<file path="src/rtl/chess_pkg.sv">
// chess_pkg -- shared definitions for the move-commit block.
//   Piece-type codes, the colour bit position inside a 4-bit square code,
//   the promotion rows for each colour, the move FSM state encoding and a
//   helper that extracts one square from the packed 256-bit board.
//   Optional feature elsewhere: MOVE_COMMIT_PROMOTION_EN.
package chess_pkg;

    // Low three bits of a square code. A whole code of 0 means an empty square.
    typedef enum logic [2:0] {
        EMPTY  = 3'd0,
        PAWN   = 3'd1,
        KNIGHT = 3'd2,
        BISHOP = 3'd3,
        ROOK   = 3'd4,
        QUEEN  = 3'd5,
        KING   = 3'd6
    } pieceType_e;

    // Bit 3 of a square code holds the colour: 0 white, 1 black.
    localparam int COLOUR_BIT = 3;
    localparam logic WHITE = 1'b0;
    localparam logic BLACK = 1'b1;

    // Board geometry. A square index is column-major, so the row is index[2:0].
    localparam int SQ_BITS    = 4;
    localparam int BOARD_BITS = 64 * SQ_BITS;

    // Row a pawn of each colour must reach to promote.
    localparam logic [2:0] WHITE_PROMO_ROW = 3'd0;
    localparam logic [2:0] BLACK_PROMO_ROW = 3'd7;

    typedef enum logic [1:0] {
        SEL_SRC = 2'd0,
        SEL_DST = 2'd1,
        CHECK   = 2'd2,
        APPLY   = 2'd3
    } moveState_e;

    // Return the 4-bit code of square idx; square n is at bits [4n+3:4n].
    function automatic logic [SQ_BITS-1:0] squareAt(
        input logic [BOARD_BITS-1:0] brd,
        input logic [5:0]            idx
    );
        return brd[{idx, 2'b00} +: SQ_BITS];
    endfunction

endpackage

</file>
<file path="src/rtl/board_write.sv">
// board_write -- next-board calculator for a single committed move.
//   Purely combinational: copies the source square into the destination,
//   empties the source and leaves every other square untouched. A capture is
//   just an overwrite of the destination square.
// Ports:
//   board      in  256  current board contents
//   src        in  6    source square index
//   dst        in  6    destination square index (never equal to src)
//   promote    in  1    write the moved piece as a queen of its own colour
//   boardNext  out 256  board after the move
module board_write
    import chess_pkg::*;
(
    input  logic [BOARD_BITS-1:0] board,
    input  logic [5:0]            src,
    input  logic [5:0]            dst,
    input  logic                  promote,
    output logic [BOARD_BITS-1:0] boardNext
);

    logic [SQ_BITS-1:0] piece;

    // NOTE: always_comb uses blocking assignments, so each later write below
    // overrides the earlier one within the same evaluation.
    always_comb begin
        piece = squareAt(board, src);
        if (promote) begin
            piece = {piece[COLOUR_BIT], QUEEN};
        end
        boardNext                         = board;
        boardNext[{src, 2'b00} +: SQ_BITS] = '0;
        boardNext[{dst, 2'b00} +: SQ_BITS] = piece;
    end

endmodule

</file>
<file path="src/rtl/move_commit.sv">
// move_commit -- source/destination selection and move commit for a chess board.
//   The player picks a square of their own colour, then a target square. The
//   move is presented on move_data for CHECK_LAT cycles, the external checker's
//   verdict on allow_move is sampled, and a legal move is written to the board
//   in a single APPLY cycle, after which the side to move toggles.
//   Build option: define MOVE_COMMIT_PROMOTION_EN to turn a pawn reaching the
//   last row (row 0 for white, row 7 for black) into a queen of its colour.
// Parameters:
//   CHECK_LAT    cycles move_data is held before allow_move is sampled (1..15)
//   START_BOARD  board contents after reset
// Ports:
//   clk         in  1    clock, rising edge
//   rst_n       in  1    asynchronous active-low reset
//   cursor      in  6    square under the cursor
//   select      in  1    one-cycle select pulse
//   cancel      in  1    abandon the current selection (beats select)
//   allow_move  in  1    legality verdict for move_data
//   move_data   out 14   {1'b0, turn, src, dst} for the move checker
//   board       out 256  board contents, square n at [4n+3:4n]
//   turn        out 1    side to move, 0 white
//   busy        out 1    high while checking or applying a move
//   commit      out 1    one-cycle pulse after a move is written
//   reject      out 1    one-cycle pulse after a selection or move is refused
module move_commit
    import chess_pkg::*;
#(
    parameter int                    CHECK_LAT   = 2,
    parameter logic [BOARD_BITS-1:0] START_BOARD = '0
) (
    input  logic                  clk,
    input  logic                  rst_n,
    input  logic [5:0]            cursor,
    input  logic                  select,
    input  logic                  cancel,
    input  logic                  allow_move,
    output logic [13:0]           move_data,
    output logic [BOARD_BITS-1:0] board,
    output logic                  turn,
    output logic                  busy,
    output logic                  commit,
    output logic                  reject
);

    // Counter value during the cycle in which allow_move is sampled.
    localparam logic [3:0] LAST_WAIT = 4'(CHECK_LAT - 1);

    moveState_e            state, stateNext;
    logic [5:0]            src, srcNext;
    logic [5:0]            dst, dstNext;
    logic [3:0]            waitCnt, waitCntNext;
    logic                  turnNext;
    logic                  commitNext, rejectNext;
    logic [BOARD_BITS-1:0] boardNext;
    logic [BOARD_BITS-1:0] boardMoved;
    logic [SQ_BITS-1:0]    cursorPiece;
    logic                  cursorIsOwn;
    logic                  promote;

    assign cursorPiece = squareAt(board, cursor);
    assign cursorIsOwn = (cursorPiece != '0) && (cursorPiece[COLOUR_BIT] == turn);

`ifdef MOVE_COMMIT_PROMOTION_EN
    logic [SQ_BITS-1:0] movingPiece;
    logic               onLastRow;

    assign movingPiece = squareAt(board, src);
    assign onLastRow   = (movingPiece[COLOUR_BIT] == WHITE) ? (dst[2:0] == WHITE_PROMO_ROW)
                                                            : (dst[2:0] == BLACK_PROMO_ROW);
    assign promote     = (movingPiece[2:0] == PAWN) && onLastRow;
`else
    assign promote = 1'b0;
`endif

    board_write u_boardWrite (
        .board     (board),
        .src       (src),
        .dst       (dst),
        .promote   (promote),
        .boardNext (boardMoved)
    );

    // src, dst and turn only change outside CHECK/APPLY, so the checker sees a
    // stable request for the whole evaluation.
    assign move_data = {1'b0, turn, src, dst};
    assign busy      = (state == CHECK) || (state == APPLY);

    // NOTE: every signal written here gets a default first; a path that left
    // one unassigned would infer a latch.
    always_comb begin
        stateNext   = state;
        srcNext     = src;
        dstNext     = dst;
        waitCntNext = waitCnt;
        turnNext    = turn;
        boardNext   = board;
        commitNext  = 1'b0;
        rejectNext  = 1'b0;

        case (state)
            SEL_SRC: begin
                if (select) begin
                    if (cursorIsOwn) begin
                        srcNext   = cursor;
                        stateNext = SEL_DST;
                    end else begin
                        rejectNext = 1'b1;
                    end
                end
            end

            SEL_DST: begin
                if (cancel) begin
                    stateNext = SEL_SRC;
                end else if (select) begin
                    if (cursor == src) begin
                        // Clicking the source again just deselects it.
                        stateNext = SEL_SRC;
                    end else begin
                        dstNext     = cursor;
                        waitCntNext = '0;
                        stateNext   = CHECK;
                    end
                end
            end

            CHECK: begin
                waitCntNext = waitCnt + 4'd1;
                if (waitCnt == LAST_WAIT) begin
                    if (allow_move) begin
                        stateNext = APPLY;
                    end else begin
                        rejectNext = 1'b1;
                        stateNext  = SEL_SRC;
                    end
                end
            end

            APPLY: begin
                boardNext  = boardMoved;
                turnNext   = ~turn;
                commitNext = 1'b1;
                stateNext  = SEL_SRC;
            end

            default: stateNext = SEL_SRC;
        endcase
    end

    // NOTE: sequential state uses non-blocking assignments so every register
    // samples values from before the edge.
    always_ff @(posedge clk or negedge rst_n) begin
        if (!rst_n) begin
            state   <= SEL_SRC;
            src     <= '0;
            dst     <= '0;
            waitCnt <= '0;
            turn    <= WHITE;
            // NOTE: the board is architectural state, not scratch storage, so
            // it is reset to the starting position like any other register.
            board   <= START_BOARD;
            commit  <= 1'b0;
            reject  <= 1'b0;
        end else begin
            state   <= stateNext;
            src     <= srcNext;
            dst     <= dstNext;
            waitCnt <= waitCntNext;
            turn    <= turnNext;
            board   <= boardNext;
            commit  <= commitNext;
            reject  <= rejectNext;
        end
    end

endmodule

</file>
<file path="config.mk">
export PLATFORM = sky130hd
export DESIGN_NAME = move_commit
export DESIGN_NICKNAME = d
export VERILOG_FILES = /design/src/rtl/chess_pkg.sv /design/src/rtl/board_write.sv /design/src/rtl/move_commit.sv
export SDC_FILE = /design/constraint.sdc
export NUM_CORES = 1
export LEC_CHECK = 0
export ABC_CLOCK_PERIOD_IN_PS = 2700
export CAP_MARGIN = 20
export CORE_MARGIN = 4
export CORE_UTILIZATION = 48
export DETAILED_ROUTE_END_ITERATION = 6
export HOLD_SLACK_MARGIN = 0.05
export PLACE_DENSITY = 0.87
export SYNTH_ARGS = -nofsm -noshare
export SYNTH_HDL_FRONTEND = slang
export SYNTH_SLANG_ARGS = --single-unit
</file>
<file path="constraint.sdc">
create_clock -name clk -period 2.7 [get_ports clk]
set_clock_uncertainty 0.2 [all_clocks]
set_input_delay 0.54 -clock clk [delete_from_list [all_inputs] [get_ports clk]]
set_output_delay 0.54 -clock clk [all_outputs]
set_load 0.1 [all_outputs]
</file>
==> impl_metrics.py <==
metrics = {
    "setup_path": {
        "reg2reg_slack_ns": -0.42,
        "slowest_delay_ns": 0.52,
        "crit_slowest_cell": "mux4_2",
        "cp_common_cell": "buf_12",
        "timing.critical_path.arrival_ns": 3.35,
        "crit_chain": "buf_12 -> buf_12 -> buf_6 -> mux4_2 -> mux4_2 -> nand2_2 -> nand3_4 -> buf_6 -> o21ai_4 -> buf_12 -> clkbuf_16 -> o22ai_1",
        "worstSetupEndpointType": "flip-flop",
        "worst-setup-path-type": "flip-flop to flip-flop",
        "critPathLaunchType": "flip-flop",
        "cp_max_fo": 6,
        "cp.required_ns": 2.93,
    },
    "timing": {
        "setup_violations": 263,
        "finalCritPeriodShare_pct": 115.4,
        "rsz0062_at_grt": "true",
        "holdWs_ns": 0.3430,
        "finalHoldViolations": 0,
        "slew_violations": 0,
        "relSlewSlack_pct": 50.40,
        "max_freq_mhz": 320.9,
        "period_needed_ns": 3.117,
        "max_slew.worst_pin.slew_ns": 0.7337,
        "setup_ws_ns": -0.4167,
    },
    "clock_tree": {
        "numCtsBuffers": 30,
        "clock_sinks": 277,
        "clockRootBuffer": "clkbuf_16",
        "clk_latency_ns": 0.58,
        "h-tree-depth": 1,
        "cts_tree": "built",
        "path_clk_slew_ns": 0.06,
        "clockBufferDepth": 3,
    },
    "routing": {
        "first_pass_iters": 7,
        "drc": 25,
        "first_iter_violations": 3063,
        "antenna_left": 0,
        "detailroute.via_count": 17510,
        "wirelength_mm": 78.41,
        "avgViaCountPerCell": 7.071,
        "wl_per_cell_um": 31.65,
    },
    "synth": {
        "synthesis.nets": 1432,
        "synthTopCellsByCount": "277 x dfrtp_1, 235 x nand2_1, 135 x o22ai_1, 124 x a22o_1, 92 x nor2_1",
        "synth-seq-area-share_pct": 45.78,
        "avgSynthCellArea_um2": 10.70,
        "synth_area_leader_cell": "dfrtp_1",
        "yosysTopAreaCellShare_pct": 45.78,
        "syn_area_um2": 15140,
        "yosysMostFrequentCell": "dfrtp_1",
        "syn_inst": 1415,
        "yosysWarnings": 0,
        "synth_edf_count": 0,
        "ys_ff_latch": 277,
        "yosys-top-cells-area": "dfrtp_1 46%, mux4_2 13%, a22o_1 7.2%, nand2_1 5.8%, o22ai_1 5.6%",
        "synth_cell_types": 65,
        "ys_async_sr_fraction_pct": 100.0,
        "synth_flop_cell": "dfrtp_1",
    },
    "floorplanning": {
        "core-area_um2": 30830,
        "die-width_um": 185.6,
        "fp-row-count": 64,
        "start_util_pct": 49.11,
        "die_h_um": 185.6,
        "die_area_um2": 34450,
        "io-pin-count": 285,
    },
    "placed_design": {
        "postPlaceCellArea_um2": 20940,
        "place_hpwl_mm": 52.72,
        "port_buffers": 283,
        "dp_slack_ns": -0.4550,
        "gp_congestion": 1.063,
    },
    "global_route": {
        "grt_util_all_layers_pct": 39.89,
        "grt_pass1_vias": 16690,
        "grt_antenna_before_repair": 3,
        "grt_pass1_wl_mm": 103.1,
        "grt.overflow.total": 0,
        "grt_max_degree": 79,
    },
    "cells_and_area": {
        "finalInstanceArea_um2": 23300,
        "syn2layout_area_growth_pct": 53.88,
        "fill_cells": 1895,
        "num_antenna_cells": 0,
        "drive_gt1_share_pct": 51.42,
        "final_nets": 2074,
    },
    "pwr": {
        "p_total_uw": 19250,
        "leakagePower_uw": 0.01077,
        "ir_drop_v": 0.0006941,
        "power.density_nw_per_um2": 826.4,
    },
    "hold_path": {
        "min_path_type": "primary input to asynchronous set/reset pin",
    },
    "outcome": {
        "status": "complete, but fails checks",
        "violations": "DRC, setup timing",
    },
    "job": {
        "cap_viol_max_count": 0,
    },
}
[layer usage]
layer	track usage (%)	up-vias	wire length (µm)
met3	12.43	550	12520
li1	-	6769	-
met2	60.88	1803	33360
met1	51.46	8388	25490
met5	1.000	-	29
met4	20.81	4	7004
[area by class of cell]
class                   count  area, µm²  area share [%]
clock buffers              41      863.3           3.705
multi-input cells        1029       8621           37.00
clock inverters            15      162.7          0.6981
flip-flops and latches    277       6989           30.00
inverters                  18      70.07          0.3007
repair buffers            701       6097           26.17
well taps                 396      495.5           2.127
[layout by cell type (no fill, tap or decap), drive strengths merged, types with 7 or more instances in the layout]
| master | instances |
|---|---|
| dfrtp | 277 |
| nor2b | 7 |
| nand3 | 20 |
| a211oi | 8 |
| inv | 20 |
| nor3 | 40 |
| and2 | 14 |
| mux4 | 90 |
| a21oi | 41 |
| buf | 678 |
| nor2 | 92 |
| nand2b | 14 |
| clkbuf | 57 |
| nand4 | 10 |
| xnor2 | 10 |
| nor4b | 16 |
| nand2 | 235 |
| a31oi | 10 |
| mux2i | 13 |
| o211ai | 17 |
| o21ai | 21 |
| nor4 | 35 |
| clkinv | 8 |
| o22ai | 135 |
| a22o | 124 |
[metrics by stage]
stage / std cells / util (%) / TNS [ns]
floorplan: 1415 / - / -61.32
detailed placement: 2388 / 67.93 / -74.35
CTS: 2446 / 71.45 / -70.11
finish: 2477 / 75.57 / -85.00
global placement: 2388 / 67.93 / -68.95
global route: 2477 / 75.57 / -86.56
[power breakdown]
part           total, µW  leakage [µW]  internal [µW]  switching (µW)
Combinational      10200       0.00649           3590            6620
Sequential          4700       0.00377           4410             287
Clock               4340      0.000507           2520            1820
Total              19300        0.0108          10500            8730
[worst paths after layout]
path	cells past startpoint	end	startpoint
max	12	board[63]	src[0]
min	2	board[238]	rst_n
min in group clk	1	waitCnt[0]	waitCnt[0]
max reg2reg	12	board[63]	src[0]
max in group asynchronous	3	board[78]	rst_n
min reg2reg	1	waitCnt[0]	waitCnt[0]
[registers in the layout, indices dropped and copies added (netlist names)]
signal	cells
board	256
turn	1
commit	1
dst	6
state	2
waitCnt	4
reject	1
src	6
[what timing repair did]
| action | in CTS | in global routing |
|---|---|---|
| hold buffers | 1 | 0 |
| resized for setup | 11 | 150 |
| endpoints found under the setup margin | 262 | 264 |
| setup buffers | 1 | 9 |
| endpoints found under the hold margin | 67 | 0 |
| gates cloned | 0 | 22 |
| pin swaps | 1 | 15 |
[worst max-delay path: cells and delay by family (launching register included)]
kind | cells | cell delay, ns
AO/OA/AOI/OAI | 2 | 0.14
buffers and inverters | 6 | 0.93
flip-flops | 1 | 0.51
multiplexers | 2 | 0.95
AND/OR/NAND/NOR | 2 | 0.25
[cells by family after synthesis]
logic type / synth area share, %
muxes: 14.69
other: 0.02477
buffers and inverters: 3.834
and+or+nand+nor: 15.56
adders and majority gates: 0.4958
DFF: 45.78
AOI/OAI and AO/OA: 18.80
xor gates and xnor gates: 0.8098
(Power assumes the default switching activity.)
